<file path="config.mk">
export PLATFORM = sky130hd
export DESIGN_NAME = fib_tim_ctrl
export DESIGN_NICKNAME = d
export VERILOG_FILES = /design/src/rtl/fib_tim_pkg.sv /design/src/rtl/fib_tim_ctrl_tick_gen.sv /design/src/rtl/fib_tim_ctrl.sv
export SDC_FILE = /design/constraint.sdc
export NUM_CORES = 1
export LEC_CHECK = 0
export BUFFER_PORTS_ARGS = -buffer_cell sky130_fd_sc_hd__buf_2
export CORE_ASPECT_RATIO = 1.5
export CORE_UTILIZATION = 39
export CTS_CLUSTER_DIAMETER = 40
export DETAILED_ROUTE_END_ITERATION = 7
export HOLD_SLACK_MARGIN = 0.05
export SLEW_MARGIN = 20
export SYNTH_ARGS = -nofsm -noshare
export SYNTH_HDL_FRONTEND = slang
export SYNTH_HIERARCHICAL = 1
export SYNTH_SLANG_ARGS = --single-unit
</file>
<file path="constraint.sdc">
create_clock -name clock -period 2.3 [get_ports clock]
set_input_delay 0.115 -clock clock [delete_from_list [all_inputs] [get_ports clock]]
set_output_delay 0.115 -clock clock [all_outputs]
set_load 0.005 [all_outputs]
</file>
<file path="src/rtl/fib_tim_pkg.sv">
// Shared constants for the Fibonacci/timer run controller: FSM encoding,
// display-owner codes and LED bit positions.
package fib_tim_pkg;

  // FSM state encoding
  localparam logic [1:0] S_IDLE    = 2'd0;
  localparam logic [1:0] S_FIB_RUN = 2'd1;
  localparam logic [1:0] S_TIM_RUN = 2'd2;
  localparam logic [1:0] S_DONE    = 2'd3;

  // Display owner select
  localparam logic DISP_FIB = 1'b0;
  localparam logic DISP_TIM = 1'b1;

  // LED bit positions; [2:0] mirrors prog_q
  localparam int LED_FIB  = 5;
  localparam int LED_TIM  = 4;
  localparam int LED_DONE = 3;

endpackage

</file>
<file path="src/rtl/fib_tim_ctrl_tick_gen.sv">
// Step prescaler: counts 0..TICK_DIV-1 while enabled and flags the terminal
// count. clr has priority over counting so the parent can park it at 0.
module tick_gen #(
  parameter int TICK_DIV = 50_000_000
) (
  input  logic clock,
  input  logic reset,
  input  logic clr,
  input  logic en,
  output logic tick
);

  localparam int CW = $clog2(TICK_DIV);
  localparam logic [CW-1:0] LAST = CW'(TICK_DIV - 1);

  logic [CW-1:0] cnt;

  // Prescale counter: cleared on reset/clr, wraps at the terminal count
  always_ff @(posedge clock) begin
    if (reset || clr)
      cnt <= '0;
    else if (en)
      cnt <= (cnt == LAST) ? '0 : cnt + CW'(1);
  end

  assign tick = en && (cnt == LAST);

endmodule

</file>
<file path="src/rtl/fib_tim_ctrl.sv">
// Run controller for a Fibonacci datapath and a timer datapath. Starts,
// stops and paces one datapath at a time; every output is a flop so each
// sampled input takes effect one cycle later.
module fib_tim_ctrl
  import fib_tim_pkg::*;
#(
  parameter int TICK_DIV = 50_000_000
) (
  input  logic       clock,
  input  logic       reset,
  input  logic       start_f,
  input  logic       start_t,
  input  logic       stop_f_t,
  input  logic       update,
  input  logic [2:0] prog,
  input  logic       f_done,
  input  logic       t_done,
  output logic       f_load,
  output logic       t_load,
  output logic       f_step,
  output logic       t_step,
  output logic [2:0] prog_q,
  output logic       disp_sel,
  output logic [5:0] LED
);

  logic [1:0] state, state_nxt;
  logic [2:0] prog_nxt;
  logic       disp_nxt, f_load_nxt, t_load_nxt, f_step_nxt, t_step_nxt;
  logic       run, act_done, tick, clr;

  assign run      = (state == S_FIB_RUN) || (state == S_TIM_RUN);
  // Only the running datapath's done matters; the other one is ignored.
  assign act_done = (state == S_FIB_RUN) ? f_done :
                    (state == S_TIM_RUN) ? t_done : 1'b0;
  // Park the prescaler outside RUN and on any exit so each run starts at 0.
  assign clr      = !run || stop_f_t || act_done;

  tick_gen #(.TICK_DIV(TICK_DIV)) u_tick (
    .clock (clock),
    .reset (reset),
    .clr   (clr),
    .en    (run),
    .tick  (tick)
  );

  // Next-state and next-output decode
  always_comb begin
    state_nxt  = state;
    prog_nxt   = prog_q;
    disp_nxt   = disp_sel;
    f_load_nxt = 1'b0;
    t_load_nxt = 1'b0;
    f_step_nxt = 1'b0;
    t_step_nxt = 1'b0;
    case (state)
      S_IDLE, S_DONE: begin
        if (start_f) begin
          f_load_nxt = 1'b1;
          disp_nxt   = DISP_FIB;
          state_nxt  = S_FIB_RUN;
        end else if (start_t) begin
          t_load_nxt = 1'b1;
          disp_nxt   = DISP_TIM;
          state_nxt  = S_TIM_RUN;
        end else if (update) begin
          prog_nxt   = prog;
          state_nxt  = S_IDLE;
        end
      end
      S_FIB_RUN, S_TIM_RUN: begin
        if (stop_f_t)
          state_nxt = S_IDLE;
        else if (act_done)
          state_nxt = S_DONE;
        else if (tick) begin
          f_step_nxt = (state == S_FIB_RUN);
          t_step_nxt = (state == S_TIM_RUN);
        end
      end
      default: state_nxt = S_IDLE;
    endcase
  end

  // State and registered outputs; LED is decoded from the next state
  always_ff @(posedge clock) begin
    if (reset) begin
      state    <= S_IDLE;
      prog_q   <= 3'd0;
      disp_sel <= DISP_FIB;
      f_load   <= 1'b0;
      t_load   <= 1'b0;
      f_step   <= 1'b0;
      t_step   <= 1'b0;
      LED      <= 6'd0;
    end else begin
      state    <= state_nxt;
      prog_q   <= prog_nxt;
      disp_sel <= disp_nxt;
      f_load   <= f_load_nxt;
      t_load   <= t_load_nxt;
      f_step   <= f_step_nxt;
      t_step   <= t_step_nxt;
      LED[LED_FIB]  <= (state_nxt == S_FIB_RUN);
      LED[LED_TIM]  <= (state_nxt == S_TIM_RUN);
      LED[LED_DONE] <= (state_nxt == S_DONE);
      LED[2:0]      <= prog_nxt;
    end
  end

endmodule

</file>
# After elaboration in Yosys (flattened, before gate mapping)
# Cells that the tools add are included.
dict set report word_totals {
  ff_bits 42
}
dict set report classes {
  n_reduce_logical 14
  bitwise_logic 3
  muxes 17
  add_sub_neg 1
  eq_ne 7
}
# operator n
set op_table {}
lappend op_table {{26-bit by 1-bit adder with 26-bit output, second input constant} 1}
lappend op_table {{26-bit == test, second input constant} 1}
lappend op_table {{26-bit 2-to-1 mux} 1}
lappend op_table {{3-bit 2-to-1 mux} 4}
lappend op_table {{2-bit 2-to-1 mux} 5}
lappend op_table {{2-bit == test, second input constant} 4}
lappend op_table {{1-bit 2-to-1 mux} 6}
lappend op_table {{2-bit OR reduction} 3}
lappend op_table {{5-bit OR reduction} 1}
lappend op_table {{2-bit by 1-bit == test with 1-bit output, second input constant} 2}
lappend op_table {{1-bit logical OR} 4}
lappend op_table {{2-bit one-hot mux with 2 select lines} 1}
lappend op_table {{1-bit NOT} 3}
lappend op_table {{3-bit OR reduction} 1}
lappend op_table {{2-bit logical NOT} 1}
lappend op_table {{2-bit AND reduction} 1}
lappend op_table {{2-bit nonzero test} 1}
lappend op_table {{1-bit logical AND} 1}
lappend op_table {{1-bit logical NOT} 1}

# Depth between registers and ports, before layout
# Gate-level depths: netlist (run 1).
dict set report depth {
  depth_word 7
  ltp_mapped 11
  depth_no_buf 8
}

# By module
# Netlist (run 1), hierarchy kept.
# mod cells_per_inst seq_area_each_um2 n_inst area_per_inst_um2
set by_module_without_submodules {}
lappend by_module_without_submodules {tick_gen 161 520.5 1 1338.8}
lappend by_module_without_submodules {fib_tim_ctrl 62 260.2 1 650.6}

# Least setup slack after synthesis (run 1)
# Ideal clock, no wire load.
dict set report synth_path {
  path_type {reg-to-reg}
  from {register state[0]}
  to {register u_tick.cnt[17]}
  stages_incl_launch_ff 11
  synth_period_minus_slack_ns 2.486
  required_time_ns 2.230
  setup_ns 0.070
  setup_slack_ns -0.186
  arrival_time_ns 2.416
  n_path_buf 3
  path_cell_list {dfxtp_1 -> inv_1 -> ha_1 -> buf_6 -> inv_1 -> buf_4 -> nand4_2 -> or4_1 -> buf_2 -> or4_1 -> a21oi_1}
}
dict set report synth_between {
  elab_chain_len 6
}
# element line
set synth_rtl {}
lappend synth_rtl {{start, declared} fib_tim_ctrl.sv:27} ;# logic [1:0] state, state_nxt;
lappend synth_rtl {{start signal, assigned} fib_tim_ctrl.sv:97} ;# state <= state_nxt;
lappend synth_rtl {{2-bit by 1-bit == test with 1-bit output / 2-bit == test (equally long branches)} fib_tim_ctrl.sv:32} ;# assign run = (state == S_FIB_RUN) || (state == S_TIM_RUN);
lappend synth_rtl {{1-bit logical OR *} fib_tim_ctrl.sv:32}
lappend synth_rtl {{via run} fib_tim_ctrl.sv:30} ;# logic run, act_done, tick, clr;
lappend synth_rtl {{1-bit logical NOT} fib_tim_ctrl.sv:37} ;# assign clr = !run || stop_f_t || act_done;
lappend synth_rtl {{1-bit logical OR (2 in a row)} fib_tim_ctrl.sv:37}
lappend synth_rtl {{1-bit logical OR} fib_tim_ctrl_tick_gen.sv:20} ;# if (reset || clr)
lappend synth_rtl {{end signal, assigned} fib_tim_ctrl_tick_gen.sv:23} ;# cnt <= (cnt == LAST) ? '0 : cnt + CW'(1);
lappend synth_rtl {{end, declared} fib_tim_ctrl_tick_gen.sv:16} ;# logic [CW-1:0] cnt;
# Mark *: on every way through the listed nets, which the timed path passes. The rest lies on a longest branch.
# A chain may end at the register's enable or synchronous reset.

# Worst setup path after layout (run 1)
dict set report layout_path {
  from {register state[0]}
  to {register u_tick.cnt[18]}
}
# Same word-level chain as after synthesis.

==> impl_metrics.csv, run 1 <==
group,metric,value,unit
drt,route.detailed.drc,0,
synthesis,avgSynthCellArea,8.92,um2
place,dp_hpwl,3.57,mm
sta,setup_violations,0,
cells_and_area,finalInstanceArea,0.00230,mm2
floorplan,die_h,89.5,um
synthesis,syn_inst,223,
synthesis,syn_nets,238,
clock_network,clkSinkCount,39,
drt,via_per_inst,5.39,
drt,via_count,1703,
synthesis,ys_seq_area_frac,0.392,
drt,initialDrtViolationCount,55,
grt,grt_start_max_net_pins,17,
synthesis,yosysUniqueCellTypes,45,
clock_network,clockBufferDepth,2,
sta,finalSetupTns,0,ns
floorplan,std_cell_rows,31,
setup_path,path_max_fanout,6,
setup_path,worstPathRequired,2.53,ns
floorplan,io_pins,25,
sta,drv_slew,0,
worst_hold_path,hp-class,"input port to flip-flop",
setup_path,cpLargestDelayFamily,"simple AND/OR/NAND/NOR gates",
sta,hold_ws,0.0542,ns
synthesis,synth-seq-cells,39,
synthesis,ys_async_sr_fraction,0,
sta,worst_pin_slew,0.407,ns
clock_network,numCtsBuffers,5,
setup_path,worstSetupPathType,"flip-flop to flip-flop",
flow_run,drv_cap,0,
sta,finalCritPeriodShare,0.946,
sta,hold_viol,0,
floorplan,start_util,0.410,
setup_path,cp-startpoint,"state[0]",
grt,grt.total_usage,0.183,
synthesis,yosys_warnings,6,
grt,antenna_found_initial,0,
clock_network,cts_tree,"built",
place,place.gp.congestion,0.895,
cells_and_area,drive_above_1_share,0.220,
floorplan,core_area,0.00485,mm2
setup_path,crit_path_max_incr_delay,0.56,ns
cells_and_area,areaGrowthSynthToFinish,15.8,%
grt,grt-ovfl-total,0,
drt,wl,4.55,mm
pwr,powerDensity,598,mW/mm2
grt,grt_pass1_wl,7.29,mm
pwr,worst_ir_drop_vdd,0.469,mV
setup_path,critPathLaunchType,"flip-flop",
synthesis,ys.flop_type,"dfxtp_1",
sta,relSlewSlack,0.726,
clock_network,cts_root_buf,"clkbuf_8",
pwr,total_power,0.00138,W
place,dpl-instance-area,0.00218,mm2
run_status,status,"finished clean",
cells_and_area,fin_util,0.475,
sta,min_period,2.18,ns
floorplan,die_area,0.00540,mm2
drt,first_pass_iters,4,
sta,fmax,0.460,GHz
drt,ant_nets,0,
synthesis,syn-cell-area,0.00199,mm2
setup_path,cp.arrival,2.40,ns
setup_path,path_cells,"inv_2, ha_4, inv_1, nand4_4, or3_2, or4_1, a21oi_1",
grt,grt_pass1_vias,1609,
sta,fin_skew,0.00857,ns
worst_hold_path,hold_path_startpoint,"prog[0]",
clock_network,h-tree-depth,2,
place,placement.io_buffers,24,
setup_path,r2r_start,"state[0]",
synthesis,synth_edf_count,0,
cells_and_area,layout.nets,264,
drt,wire_per_inst,14.4,um
pwr,leakagePower,0.822,nW
clock_network,cts_resized,0,
setup_path,cp.buffers_inverters,2,
setup_path,crit_path_end_kind,"flip-flop",
sta,rsz0062_at_grt,"no",
clock_network,clkTransAtPathRegs,0.08,ns
cells_and_area,diodes,0,
floorplan,die_x,60.3,um
clock_network,clk_latency,0.30,ns
setup_path,slowest_stage,"or3_2",
synthesized netlist by cell type, types with 2 or more instances:
cell type,instances,share of area
or4_1,9,0.034
mux2i_1,4,0.020
dfxtp_1,39,0.39
ha_1,4,0.025
nor4_1,4,0.013
nand3_1,7,0.018
xnor2_1,4,0.018
or3_1,6,0.019
o21ai_0,7,0.018
and3_1,2,0.0063
nor2_1,24,0.045
clkbuf_1,3,0.0057
o31ai_1,6,0.023
and4_1,5,0.022
or3_2,2,0.0075
nand2_1,18,0.034
nor3b_2,2,0.013
buf_4,4,0.015
and2_1,5,0.016
nand4_1,13,0.041
a21oi_1,13,0.033
xor2_1,9,0.040
inv_1,5,0.0094
nor3_1,4,0.010
buf_2,4,0.010
repair_timing:
action	4_1_cts	5_1_grt
endpoints found under the setup margin	0	0
buffers inserted	0	0
hold endpoints to repair	2	0
hold buffers	2	0
path summary, 6_finish.rpt:
kind,slack [ns],depth (start not counted),endpoint
worst min register to register,0.49,2,u_tick/cnt[22]
worst min-delay path,0.05,3,prog_q[0]
worst max register to register,0.12,7,u_tick/cnt[18]
worst max-delay path,0.12,7,u_tick/cnt[18]
cell usage in the layout, fill, tap and decap left out, types with 5 or more instances in the layout:
cell / count
nand4_1: 13
and4_1: 5
nand3_1: 7
buf_4: 7
o31ai_1: 6
nor2_1: 24
o21ai_0: 7
buf_2: 24
or4_1: 9
nand2_1: 18
xor2_1: 9
dfxtp_1: 39
clkbuf_8: 7
and2_1: 5
a21oi_1: 13
or3_1: 6
flip-flops by register name, summed over array words and instances, names as in the netlist:
| name | count |
|---|---|
| f_load | 1 |
| f_step | 1 |
| disp_sel | 1 |
| prog_q | 2 |
| t_load | 1 |
| state | 2 |
| u_tick/cnt | 26 |
| t_step | 1 |
| LED | 4 |
tightest hold or removal path: cells and delay by family:
| kind | cells | cell delay, ns |
|---|---|---|
| buf+inv | 1 | 0.07 |
| mux | 1 | 0.05 |
| simple gates | 1 | 0.07 |
area by class of cell:
class                           count  area [um2]
Clock buffer                        7        96.3
Tap cell                           66        82.6
Inverter                            5        18.8
Fill cell                         493        2540
Clock inverter                      1        7.51
Timing Repair Buffer               33         193
Multi-Input combinational cell    165        1130
Sequential cell                    39         781
cells by family after synthesis:
family	count (synthesis)	synth area share
flops	39	0.392
buf+inv	19	0.0522
xor+xnor	13	0.0572
mux	4	0.0201
fa+ha+maj	4	0.0252
compound gates	35	0.124
simple gates	109	0.329
power breakdown:
part	switching, W	total (W)	internal (W)
logic	0.0000881	0.000160	0.0000717
registers	0.00000776	0.000696	0.000688
clock network	0.000249	0.000522	0.000273
total	0.000345	0.00138	0.00103
through the flow:
stage / instances / setup slack, ns
detailed placement: 306 / 0.130
floorplan: 223 / 0.0224
global placement: 306 / 0.189
global route: 316 / 0.0135
finish: 316 / 0.124
CTS: 316 / 0.116
layer usage:
metal  GRT usage  up-vias  routed length (um)
met5           0        -                   0
met4      0.0698        0                  89
met3      0.0318        9                 119
met2       0.353       31                2570
met1       0.188      798                1780
li1            -      865                   -
No activity file was read; power rests on OpenSTA's default activity.
==> inputs of run 2 (changes only) <==
==> constraint.sdc (replaced) <==
create_clock -name clock -period 2.48 [get_ports clock]
set_input_delay 0.124 -clock clock [delete_from_list [all_inputs] [get_ports clock]]
set_output_delay 0.124 -clock clock [all_outputs]
set_load 0.005 [all_outputs]
==> impl_metrics.csv, run 2 (synthesis results as in run 1) <==
group,metric,value,unit
run_status,status,"finished clean",
setup_path,slowest_stage,"or4_1",
clock_network,clkSinkCount,39,
setup_path,cp-startpoint,"state[0]",
cells_and_area,reg.largest.list,"u_tick/cnt: 26 flops, LED: 4 flops",
sta,worst_pin_slew,0.364,ns
clock_network,h-tree-depth,2,
setup_path,worstReg2RegEnd,"u_tick/cnt[17]",
cells_and_area,layout.nets,260,
flow_run,drv_cap,0,
cells_and_area,layout_commonest_cell,"dfxtp_1",
setup_path,critPathLaunchType,"flip-flop",
cells_and_area,areaGrowthSynthToFinish,15.3,%
cells_and_area,diodes,0,
setup_path,r2r_slack,0.15,ns
worst_hold_path,hold_path_startpoint,"prog[1]",
grt,grt_start_max_net_pins,14,
drt,wire_per_inst,14.1,um
sta,min_period,2.33,ns
drt,ant_nets,0,
sta,hold_ws,0.0537,ns
sta,drv_slew,0,
sta,rsz0062_at_grt,"no",
drt,via_per_inst,5.43,
clock_network,cts_tree,"built",
setup_path,path_max_fanout,10,
floorplan,die_x,60.3,um
setup_path,path_cells,"inv_1, ha_4, inv_1, nand4_2, or4_1, or4_1, a21oi_1",
grt,grt-ovfl-total,0,
cells_and_area,fillers,493,
pwr,powerDensity,622,mW/mm2
setup_path,reg2regPathDepth,7,
clock_network,cts_setup_buffers,0,
drt,first_pass_iters,4,
setup_path,worstPathRequired,2.71,ns
floorplan,core_area,0.00485,mm2
place,pre_cts_slack,0.185,ns
floorplan,std_cell_rows,31,
worst_hold_path,hp-class,"input port to flip-flop",
sta,fmax,0.428,GHz
sta,hold_viol,0,
setup_path,worstSetupPathType,"flip-flop to flip-flop",
drt,initialDrtViolationCount,49,
grt,grt_pass1_vias,1589,
cells_and_area,drive_above_1_share,0.211,
cells_and_area,most-common-layout-cells,"dfxtp_1, nor2_1, buf_2",
clock_network,clkTransAtPathRegs,0.08,ns
clock_network,numCtsBuffers,5,
place,dpl-instance-area,0.00216,mm2
clock_network,clockBufferDepth,2,
drt,wl,4.41,mm
setup_path,endpoint,"u_tick/cnt[17]",
clock_network,clk_latency,0.30,ns
setup_path,r2r_start,"state[0]",
floorplan,die_area,0.00540,mm2
setup_path,crit_path_end_kind,"flip-flop",
cells_and_area,finalInstanceArea,0.00229,mm2
setup_path,crit_path_max_incr_delay,0.70,ns
clock_network,cts_root_buf,"clkbuf_8",
clock_network,cts_resized,0,
sta,relSlewSlack,0.755,
sta,finalSetupTns,0,ns
sta,setup_slack,0.146,ns
grt,antenna_found_initial,0,
floorplan,io_pins,25,
sta,fin_skew,0.00822,ns
place,dp_hpwl,3.44,mm
sta,setup_violations,0,
floorplan,die_h,89.5,um
floorplan,start_util,0.410,
place,place.gp.congestion,0.901,
pwr,worst_ir_drop_vdd,0.410,mV
grt,grt_pass1_wl,7.44,mm
drt,route.detailed.drc,0,
pwr,leakagePower,0.817,nW
drt,via_count,1693,
clock_network,cts_hold_buffers,0,
sta,finalCritPeriodShare,0.941,
place,placement.io_buffers,24,
cells_and_area,largest_reg_flops,26,
setup_path,cp.arrival,2.56,ns
grt,grt.total_usage,0.188,
cells_and_area,largest-register,"u_tick/cnt",
-- run 2: stage by stage --
step / cells / util / power, W
global placement: 304 / 0.445 / 0.000807
CTS: 312 / 0.473 / 0.00144
global route: 312 / 0.473 / 0.00148
finish: 312 / 0.473 / 0.00143
detailed placement: 304 / 0.445 / 0.000808
floorplan: 223 / - / 0.000767
-- run 2: cell type report --
class | instances | area, um2 | share of cell area
Timing Repair Buffer | 29 | 158 | 0.0687
Multi-Input combinational cell | 165 | 1120 | 0.487
Tap cell | 66 | 82.6 | 0.0360
Clock inverter | 3 | 67.6 | 0.0295
Sequential cell | 39 | 781 | 0.340
Inverter | 5 | 18.8 | 0.00818
Clock buffer | 5 | 68.8 | 0.0300
-- run 2: worst min-delay path by stage --
stage               cells after the start  slack [ns]            end
floorplan                               1        0.20  u_tick/cnt[6]
global placement                        3        0.36      prog_q[1]
detailed placement                      3        0.36      prog_q[1]
CTS                                     3        0.05      prog_q[1]
global route                            3        0.07      prog_q[0]
finish                                  3        0.05      prog_q[1]
-- run 2: routing by layer --
| layer | part of all wire | GRT usage | up-vias |
|---|---|---|---|
| li1 | - | - | 852 |
| met4 | 0.019 | 0.0740 | 0 |
| met2 | 0.57 | 0.348 | 30 |
| met5 | 0 | 0 | - |
| met3 | 0.030 | 0.0347 | 7 |
| met1 | 0.38 | 0.204 | 804 |
-- run 2: report_power, final --
group          total, W  internal [W]  switching (W)
sequential     0.000645      0.000639     0.00000639
combinational  0.000146     0.0000647      0.0000816
clock          0.000636      0.000401       0.000235
total           0.00143       0.00110       0.000323
-- run 2: worst max-delay path, delay by kind of cell (launching register included) --
kind | cells | cell delay (ns)
AND/OR/NAND/NOR | 3 | 1.35
flip-flops | 1 | 0.35
adder cells (fa/ha/maj) | 1 | 0.24
buffers and inverters | 2 | 0.17
AO/OA/AOI/OAI | 1 | 0.14
